$ cat config.mk
export PLATFORM = sky130hd
export DESIGN_NAME = hwpe_stream_tcdm_addr_reader
export DESIGN_NICKNAME = d
export VERILOG_FILES = /design/src/rtl/hwpe_stream_tcdm_addr_reader.sv
export SDC_FILE = /design/constraint.sdc
export NUM_CORES = 1
export LEC_CHECK = 0
export CORE_ASPECT_RATIO = 0.8
export CORE_MARGIN = 3
export CORE_UTILIZATION = 45
export DETAILED_ROUTE_END_ITERATION = 8
export DONT_BUFFER_PORTS = 1
export GPL_ROUTABILITY_DRIVEN = 0
export PLACE_DENSITY = 0.62
export RECOVER_POWER = 25
export SLEW_MARGIN = 5
export SYNTH_ARGS = -nofsm -noshare
export SYNTH_HDL_FRONTEND = slang
export SYNTH_SLANG_ARGS = --single-unit
$ cat constraint.sdc
create_clock -name clk_i -period 4.73 [get_ports clk_i]
set_input_delay 1.419 -clock clk_i [delete_from_list [all_inputs] [get_ports clk_i]]
set_output_delay 1.419 -clock clk_i [all_outputs]
set_load 0.03 [all_outputs]
$ cat src/rtl/hwpe_stream_tcdm_addr_reader.sv
// Address-driven TCDM reader: consumes an address stream, issues TCDM reads and
// streams the responses out through a credit-protected response FIFO.
module hwpe_stream_tcdm_addr_reader #(
  parameter int unsigned DATA_WIDTH = 32,
  parameter int unsigned FIFO_DEPTH = 4,
  parameter int unsigned TRANS_CNT  = 32
) (
  input  logic                    clk_i,
  input  logic                    rst_i,
  input  logic                    clear_i,
  input  logic                    start_i,
  input  logic [TRANS_CNT-1:0]    tot_len_i,
  input  logic                    addr_valid_i,
  output logic                    addr_ready_o,
  input  logic [31:0]             addr_data_i,
  output logic                    tcdm_req_o,
  input  logic                    tcdm_gnt_i,
  output logic [31:0]             tcdm_add_o,
  output logic                    tcdm_wen_o,
  output logic [DATA_WIDTH/8-1:0] tcdm_be_o,
  input  logic                    tcdm_r_valid_i,
  input  logic [DATA_WIDTH-1:0]   tcdm_r_data_i,
  output logic                    data_valid_o,
  input  logic                    data_ready_i,
  output logic [DATA_WIDTH-1:0]   data_data_o,
  output logic [DATA_WIDTH/8-1:0] data_strb_o,
  output logic                    busy_o,
  output logic                    done_o
);

  localparam int unsigned PW = $clog2(FIFO_DEPTH);
  localparam int unsigned CW = PW + 1;
  localparam logic [CW:0] DEPTH_C = (CW+1)'(FIFO_DEPTH);

  typedef enum logic [1:0] {IDLE, RUN, DRAIN, DONE} state_e;

  state_e                state_q, state_d;
  logic [TRANS_CNT-1:0]  len_q, len_d;
  logic [TRANS_CNT-1:0]  gnt_cnt_q, gnt_cnt_d;
  logic [TRANS_CNT-1:0]  beat_cnt_q, beat_cnt_d;
  logic                  inflight_q;
  logic [PW-1:0]         wr_ptr_q, rd_ptr_q;
  logic [CW-1:0]         cnt_q;
  logic [DATA_WIDTH-1:0] mem_q [FIFO_DEPTH];
  logic [CW:0]           used;
  logic                  has_credit, granted, fifo_wr, fifo_rd;

  // A grant reserves a FIFO slot until its response lands one cycle later
  assign used       = {1'b0, cnt_q} + {{CW{1'b0}}, inflight_q};
  assign has_credit = used < DEPTH_C;

  assign tcdm_req_o   = (state_q == RUN) && addr_valid_i && has_credit;
  assign granted      = tcdm_req_o && tcdm_gnt_i;
  assign addr_ready_o = granted;
  assign tcdm_add_o   = addr_data_i;
  assign tcdm_wen_o   = 1'b1;
  assign tcdm_be_o    = '1;

  // Only responses to grants still tracked are stored; clear/reset drop them
  assign fifo_wr      = tcdm_r_valid_i && inflight_q && !clear_i;
  assign data_valid_o = (cnt_q != '0);
  assign fifo_rd      = data_valid_o && data_ready_i;
  assign data_data_o  = data_valid_o ? mem_q[rd_ptr_q] : '0;
  assign data_strb_o  = '1;

  assign busy_o = (state_q == RUN) || (state_q == DRAIN);
  assign done_o = (state_q == DONE);

  always_comb begin
    state_d    = state_q;
    len_d      = len_q;
    gnt_cnt_d  = granted ? gnt_cnt_q + TRANS_CNT'(1) : gnt_cnt_q;
    beat_cnt_d = fifo_rd ? beat_cnt_q + TRANS_CNT'(1) : beat_cnt_q;
    case (state_q)
      IDLE: begin
        if (start_i) begin
          len_d      = tot_len_i;
          gnt_cnt_d  = '0;
          beat_cnt_d = '0;
          state_d    = (tot_len_i == '0) ? DONE : RUN;
        end
      end
      RUN:     if (granted && gnt_cnt_d == len_q) state_d = DRAIN;
      DRAIN:   if (fifo_rd && beat_cnt_d == len_q) state_d = DONE;
      DONE:    state_d = IDLE;
      default: state_d = IDLE;
    endcase
    if (clear_i) begin
      state_d    = IDLE;
      gnt_cnt_d  = '0;
      beat_cnt_d = '0;
    end
  end

  always_ff @(posedge clk_i or posedge rst_i) begin
    if (rst_i) begin
      state_q    <= IDLE;
      len_q      <= '0;
      gnt_cnt_q  <= '0;
      beat_cnt_q <= '0;
      inflight_q <= 1'b0;
    end else begin
      state_q    <= state_d;
      len_q      <= len_d;
      gnt_cnt_q  <= gnt_cnt_d;
      beat_cnt_q <= beat_cnt_d;
      inflight_q <= granted && !clear_i;
    end
  end

  always_ff @(posedge clk_i or posedge rst_i) begin
    if (rst_i) begin
      wr_ptr_q <= '0;
      rd_ptr_q <= '0;
      cnt_q    <= '0;
    end else if (clear_i) begin
      wr_ptr_q <= '0;
      rd_ptr_q <= '0;
      cnt_q    <= '0;
    end else begin
      if (fifo_wr) wr_ptr_q <= wr_ptr_q + PW'(1);
      if (fifo_rd) rd_ptr_q <= rd_ptr_q + PW'(1);
      if (fifo_wr && !fifo_rd)      cnt_q <= cnt_q + CW'(1);
      else if (fifo_rd && !fifo_wr) cnt_q <= cnt_q - CW'(1);
    end
  end

  always_ff @(posedge clk_i) begin
    if (fifo_wr) mem_q[wr_ptr_q] <= tcdm_r_data_i;
  end

endmodule
**Word level (Yosys, flattened, before mapping)**

Memory sizes are Yosys's and may differ from the RTL's.
Cells that the tools add are included.

- Latch bits: 0
- Bits in writable memories: 128
- Input port bits: 104
- Output and inout bits: 78
- Memory bits (read-only): 0
- Memories: 1
- Bits in registers: 106

Memories:

| memory | depth | width | read ports | clocked after Yosys merged registers in | write ports | RTL line | RTL |
|---|---|---|---|---|---|---|---|
| mem_q | 4 | 32 | 1 | 0 | 1 | 44 | `logic [DATA_WIDTH-1:0] mem_q [FIFO_DEPTH];` |

- Multiply operators: 0
- Add/sub/neg operators: 7
- Equal/unequal tests: 8
- Shift-type cells: 0
- $lt $le $gt $ge: 1
- Div/mod/pow operators: 0
- Mux-type cells: 24
- Bitwise operators: 0
- Reduce and logical (&&, ||, !) cells: 23

Operators with widths:

| kind | count |
|---|---|
| two-way mux 32 bit | 9 |
| adder 32 x 1 -> 32 bit, second input constant | 2 |
| == test 32 bit | 2 |
| zero test 32 bit | 1 |
| two-way mux 2 bit | 9 |
| logical AND 1 bit | 11 |
| two-way mux 3 bit | 3 |
| one-hot mux 2 bit (4 select lines) | 1 |
| inequality test 3 x 2 -> 1 bit, second input constant | 2 |
| nonzero test 3 bit | 2 |
| adder 2 x 1 -> 2 bit, second input constant | 2 |
| adder 3 x 1 -> 4 bit | 1 |
| == test 2 bit, second input constant | 2 |
| < comparator 4 x 3 -> 1 bit, second input constant | 1 |
| nonzero test 2 bit | 2 |
| adder 3 x 1 -> 3 bit, second input constant | 1 |
| zero test 1 bit | 3 |
| inequality test 3 bit, second input constant | 1 |
| AND reduction 3 bit | 1 |
| subtractor 3 x 1 -> 3 bit, second input constant | 1 |
| == test 2 x 1 -> 1 bit, second input constant | 1 |
| zero test 2 bit | 1 |
| two-way mux 1 bit | 2 |
| AND reduction 2 bit | 1 |
| logical OR 1 bit | 1 |

**Depth between registers and ports, before layout**

- Depth in word-level cells: 10
- Depth in mapped cells: 12

**Worst setup path before layout**

No wires, ideal clock.

- Kind: input to register
- Start: input port addr_valid_i
- End: register state_q[1]
- Setup slack: 649 ps
- Setup time: 125 ps
- Buffers on the path: 0
- Required time: 4605 ps
- Stages on the path: 9
- Arrival time: 3956 ps
- Path through: nand3b_1 -> or3_1 -> or3_1 -> xor3_1 -> o2111ai_1 -> or4_1 -> nor4_2 -> o22ai_1 -> mux2_4

- Cells in the longest elaborated chain, start to end: 8

Ends and longest elaborated chain:

| element | RTL line | RTL |
|---|---|---|
| start, declared | 13 | `input logic addr_valid_i,` |
| logical AND 1 bit (*) (2 in series) | 52 | `assign tcdm_req_o = (state_q == RUN) && addr_valid_i && has_credit;` |
| logical AND 1 bit (*) | 53 | `assign granted = tcdm_req_o && tcdm_gnt_i;` |
| two-way mux 32 bit | 72 | `gnt_cnt_d = granted ? gnt_cnt_q + TRANS_CNT'(1) : gnt_cnt_q;` |
| == test 32 bit | 83 | `RUN: if (granted && gnt_cnt_d == len_q) state_d = DRAIN;` |
| logical AND 1 bit (*) | 83 |  |
| inequality test 3 x 2 -> 1 bit (no source line) (*) | n/a |  |
| AND reduction 3 bit (no source line) (*) | n/a |  |
| end signal, assigned | 103 | `state_q <= state_d;` |
| end, declared | 37 | `state_e state_q, state_d;` |

Every way passes the cells marked *; elsewhere a longest branch is shown, timed or not.
A chain may end at the register's enable or synchronous reset.

**Worst setup path after layout**

Same ends and word-level chain as after synthesis.

==> flow_metrics.py <==
metrics = {
    "power": {
        "power.share.switching_pct": 36.2,
        "ir_drop_mv": 0.351,
        "seq_power_share_pct": 41.0,
        "combPwrFrac_pct": 30.2,
        "switchingPower_mw": 2.43,
        "p_int_mw": 4.28,
        "clock_power_share_pct": 28.8,
        "powerDensity_nw_per_um2": 507,
        "p_leak_nw": 4.60,
    },
    "route": {
        "via_count": 7889,
        "ant_nets": 0,
        "dr.pass1.iters": 7,
        "drt-initial-drc-count": 802,
        "wl_per_cell_um": 22.2,
        "routed_wirelength_mm": 30.0,
        "drc": 0,
        "vias_per_cell": 5.85,
    },
    "cells_and_area": {
        "fin_cells": 1349,
        "final_net_count": 1088,
        "area_growth_syn_to_layout_pct": 7.36,
        "antenna_cells": 0,
        "fillerInstances": 2303,
        "layout-drive-gt1-share_pct": 14.0,
    },
    "yosys": {
        "ys_seq_area_share_pct": 52.8,
        "synth_edf_count": 128,
        "synth_top_area_share_pct": 31.2,
        "netlist_instances": 1013,
        "syn_avg_cell_area_um2": 12.2,
        "mappedNetlistArea_um2": 12300,
        "ys_warn_count": 0,
        "yosys_most_used_dff": "edfxtp_1",
        "synth_cell_types": 72,
        "ys_ff_latch": 234,
        "synth_area_leaders": "edfxtp_1 (31%), dfrtp_1 (22%), mux4_2 (5.9%)",
        "ys_top_cells_by_count": "edfxtp_1 (128), dfrtp_1 (106), nor2_1 (92), xnor2_1 (80)",
        "yosysMostFrequentCell": "edfxtp_1",
        "yosys.area.top_type": "edfxtp_1",
        "async_flop_share_pct": 45.3,
    },
    "global_route": {
        "grt_pass1_vias": 7859,
        "grt_max_degree": 65,
        "antenna_found_initial": 0,
        "grt_usage_pct": 20.5,
        "overflow": 0,
        "grt_pass1_wl_mm": 47.1,
    },
    "placed_design": {
        "dp_hpwl_mm": 21.6,
        "dp_cells": 1302,
        "portBuffers": 0,
    },
    "die": {
        "die_w_um": 191,
        "fp.coreArea_um2": 26600,
        "initial_core_util_pct": 46.3,
        "std_cell_rows": 53,
        "die_area_um2": 29400,
        "die_h_um": 154,
        "num_io_pins": 182,
    },
    "min_path": {
        "worstHoldPathType": "reg -> reg",
        "min_from": "rd_ptr_q[1]",
        "min_to": "rd_ptr_q[1]",
        "hold_depth": 2,
    },
    "clocking": {
        "cts.hold.buffers_added": 0,
        "numCtsBuffers": 26,
        "post_cts_buffers": 0,
        "cts_max_level": 1,
        "cts-root-buf": "clkbuf_16",
        "ctsResizeCount": 0,
        "clock_latency_ns": 0.54,
        "cts_tree": "yes",
        "cts.clk_slew.worst_paths_ns": 0.06,
        "cts_sinks": 234,
        "clockBufferDepth": 3,
    },
    "setup_path": {
        "cp-start-kind": "input port",
        "r2r-start": "state_q[1]",
        "crit_arrival_ns": 4.27,
        "rr_worst_depth": 11,
        "worstSetupEndpointType": "register",
        "crit_type": "in -> reg",
        "path_max_fanout": 4,
        "worstPathRequired_ns": 5.15,
        "reg2reg_slack_ns": 0.89,
        "timing.rr.end": "state_q[1]",
    },
    "run_status": {
        "violations": "max-capacitance violations, max-slew violations",
        "status": "complete, but fails checks",
    },
    "sta": {
        "skew_ns": 0.0231,
        "tightest_slew_ns": 2.98,
        "min_period_ns": 3.85,
        "fmax_mhz": 260,
        "hold_viol": 0,
        "tns_ns": 0,
        "grt_setup_unrepaired": "no",
        "period_share_pct": 81.5,
        "slew_violations": 65,
        "slew_headroom_pct": -100,
        "setup_viol": 0,
    },
    "job": {
        "maxCapViolCount": 1,
    },
}
[metrics by stage]
stage	cell area (um2)	utilization, %	worst slack (ns)	hold slack, ns	power, mW
finish	13200	49.7	0.877	0.556	6.71
global route	13200	49.7	0.662	0.586	7.01
CTS	13200	49.7	0.893	0.561	6.77
detailed placement	12400	46.6	0.393	0.543	4.83
global placement	12400	46.6	0.387	0.521	4.81
floorplan	12300	-	0.522	0.523	4.30
[power groups by stage]
stage	combinational, mW	clock [mW]	sequential, mW
3_3_place_gp	2.03	0	2.78
4_1_cts	2.05	1.97	2.74
2_1_floorplan	1.78	0	2.52
3_5_place_dp	2.05	0	2.78
5_1_grt	2.18	2.06	2.77
6_report	2.02	1.93	2.75
[metal layers]
| metal | vias to the layer above | GRT usage (%) | share of wire (%) |
|---|---|---|---|
| met4 | 0 | 5.69 | 2.8 |
| met5 | - | 0 | 0 |
| met3 | 61 | 4.35 | 7.5 |
| met2 | 306 | 31.1 | 45 |
| li1 | 3600 | - | - |
| met1 | 3922 | 30.2 | 45 |
[how the worst max path moves through the flow]
stage	to	from	slack, ns
finish	state_q[1]	addr_valid_i	0.88
global route	state_q[1]	state_q[1]	0.66
CTS	data_data_o[22]	rd_ptr_q[0]	0.89
detailed placement	state_q[1]	addr_valid_i	0.39
global placement	state_q[1]	addr_valid_i	0.39
floorplan	beat_cnt_q[0]	rst_i	0.52
[state kept, by name, summed over array words and instances (netlist names)]
signal,flops
inflight_q,1
gnt_cnt_q,32
beat_cnt_q,32
rd_ptr_q,2
wr_ptr_q,2
state_q,2
cnt_q,3
mem_q,128
len_q,32
[critical path: stages]
cell       delay, ns
nand3b_1        0.18
or3_1           0.46
or3_1           0.42
xor3_1          0.22
o2111ai_1       0.11
or4_1           0.58
nor4_2          0.40
o22ai_1         0.17
mux2_4          0.32
[kinds of logic after synthesis]
family                     share of synthesized area [%]
adders and majority gates                           1.18
xor gates and xnor gates                            11.0
DFF                                                 52.8
buffers and inverters                               4.92
AOI/OAI and AO/OA                                   4.01
and+or+nand+nor                                     17.0
muxes                                               9.07
other                                             0.0305
[cells in the final DEF (no fill, tap or decap), drive strengths merged, types with 4 or more instances in the layout]
| cell type | count |
|---|---|
| a211oi | 4 |
| inv | 19 |
| nor3 | 25 |
| or4 | 8 |
| and3 | 15 |
| a21oi | 13 |
| o2111ai | 5 |
| o21ai | 13 |
| conb | 9 |
| o22ai | 4 |
| xor2 | 43 |
| nand4 | 44 |
| xnor2 | 80 |
| nor2 | 92 |
| ha | 10 |
| nor2b | 4 |
| nand2b | 5 |
| clkinv | 15 |
| edfxtp | 128 |
| nand3 | 38 |
| clkbuf | 30 |
| mux2 | 33 |
| buf | 16 |
| xnor3 | 9 |
| nor4 | 29 |
| and2 | 40 |
| or3 | 8 |
| and4 | 13 |
| mux4 | 32 |
| nand2 | 43 |
| dfrtp | 106 |
| nand3b | 7 |
[final cells by class]
cell class | instances | area, um2 | area share [%]
clock inverter | 17 | 148 | 1.12
clock buffer | 30 | 666 | 5.04
multi-input combinational | 674 | 5250 | 39.7
inverter | 21 | 80.1 | 0.606
sequential | 234 | 6500 | 49.2
timing repair buffer | 16 | 133 | 1.00
tap | 357 | 447 | 3.38
Note: power is estimated with default switching activity, not from simulation.
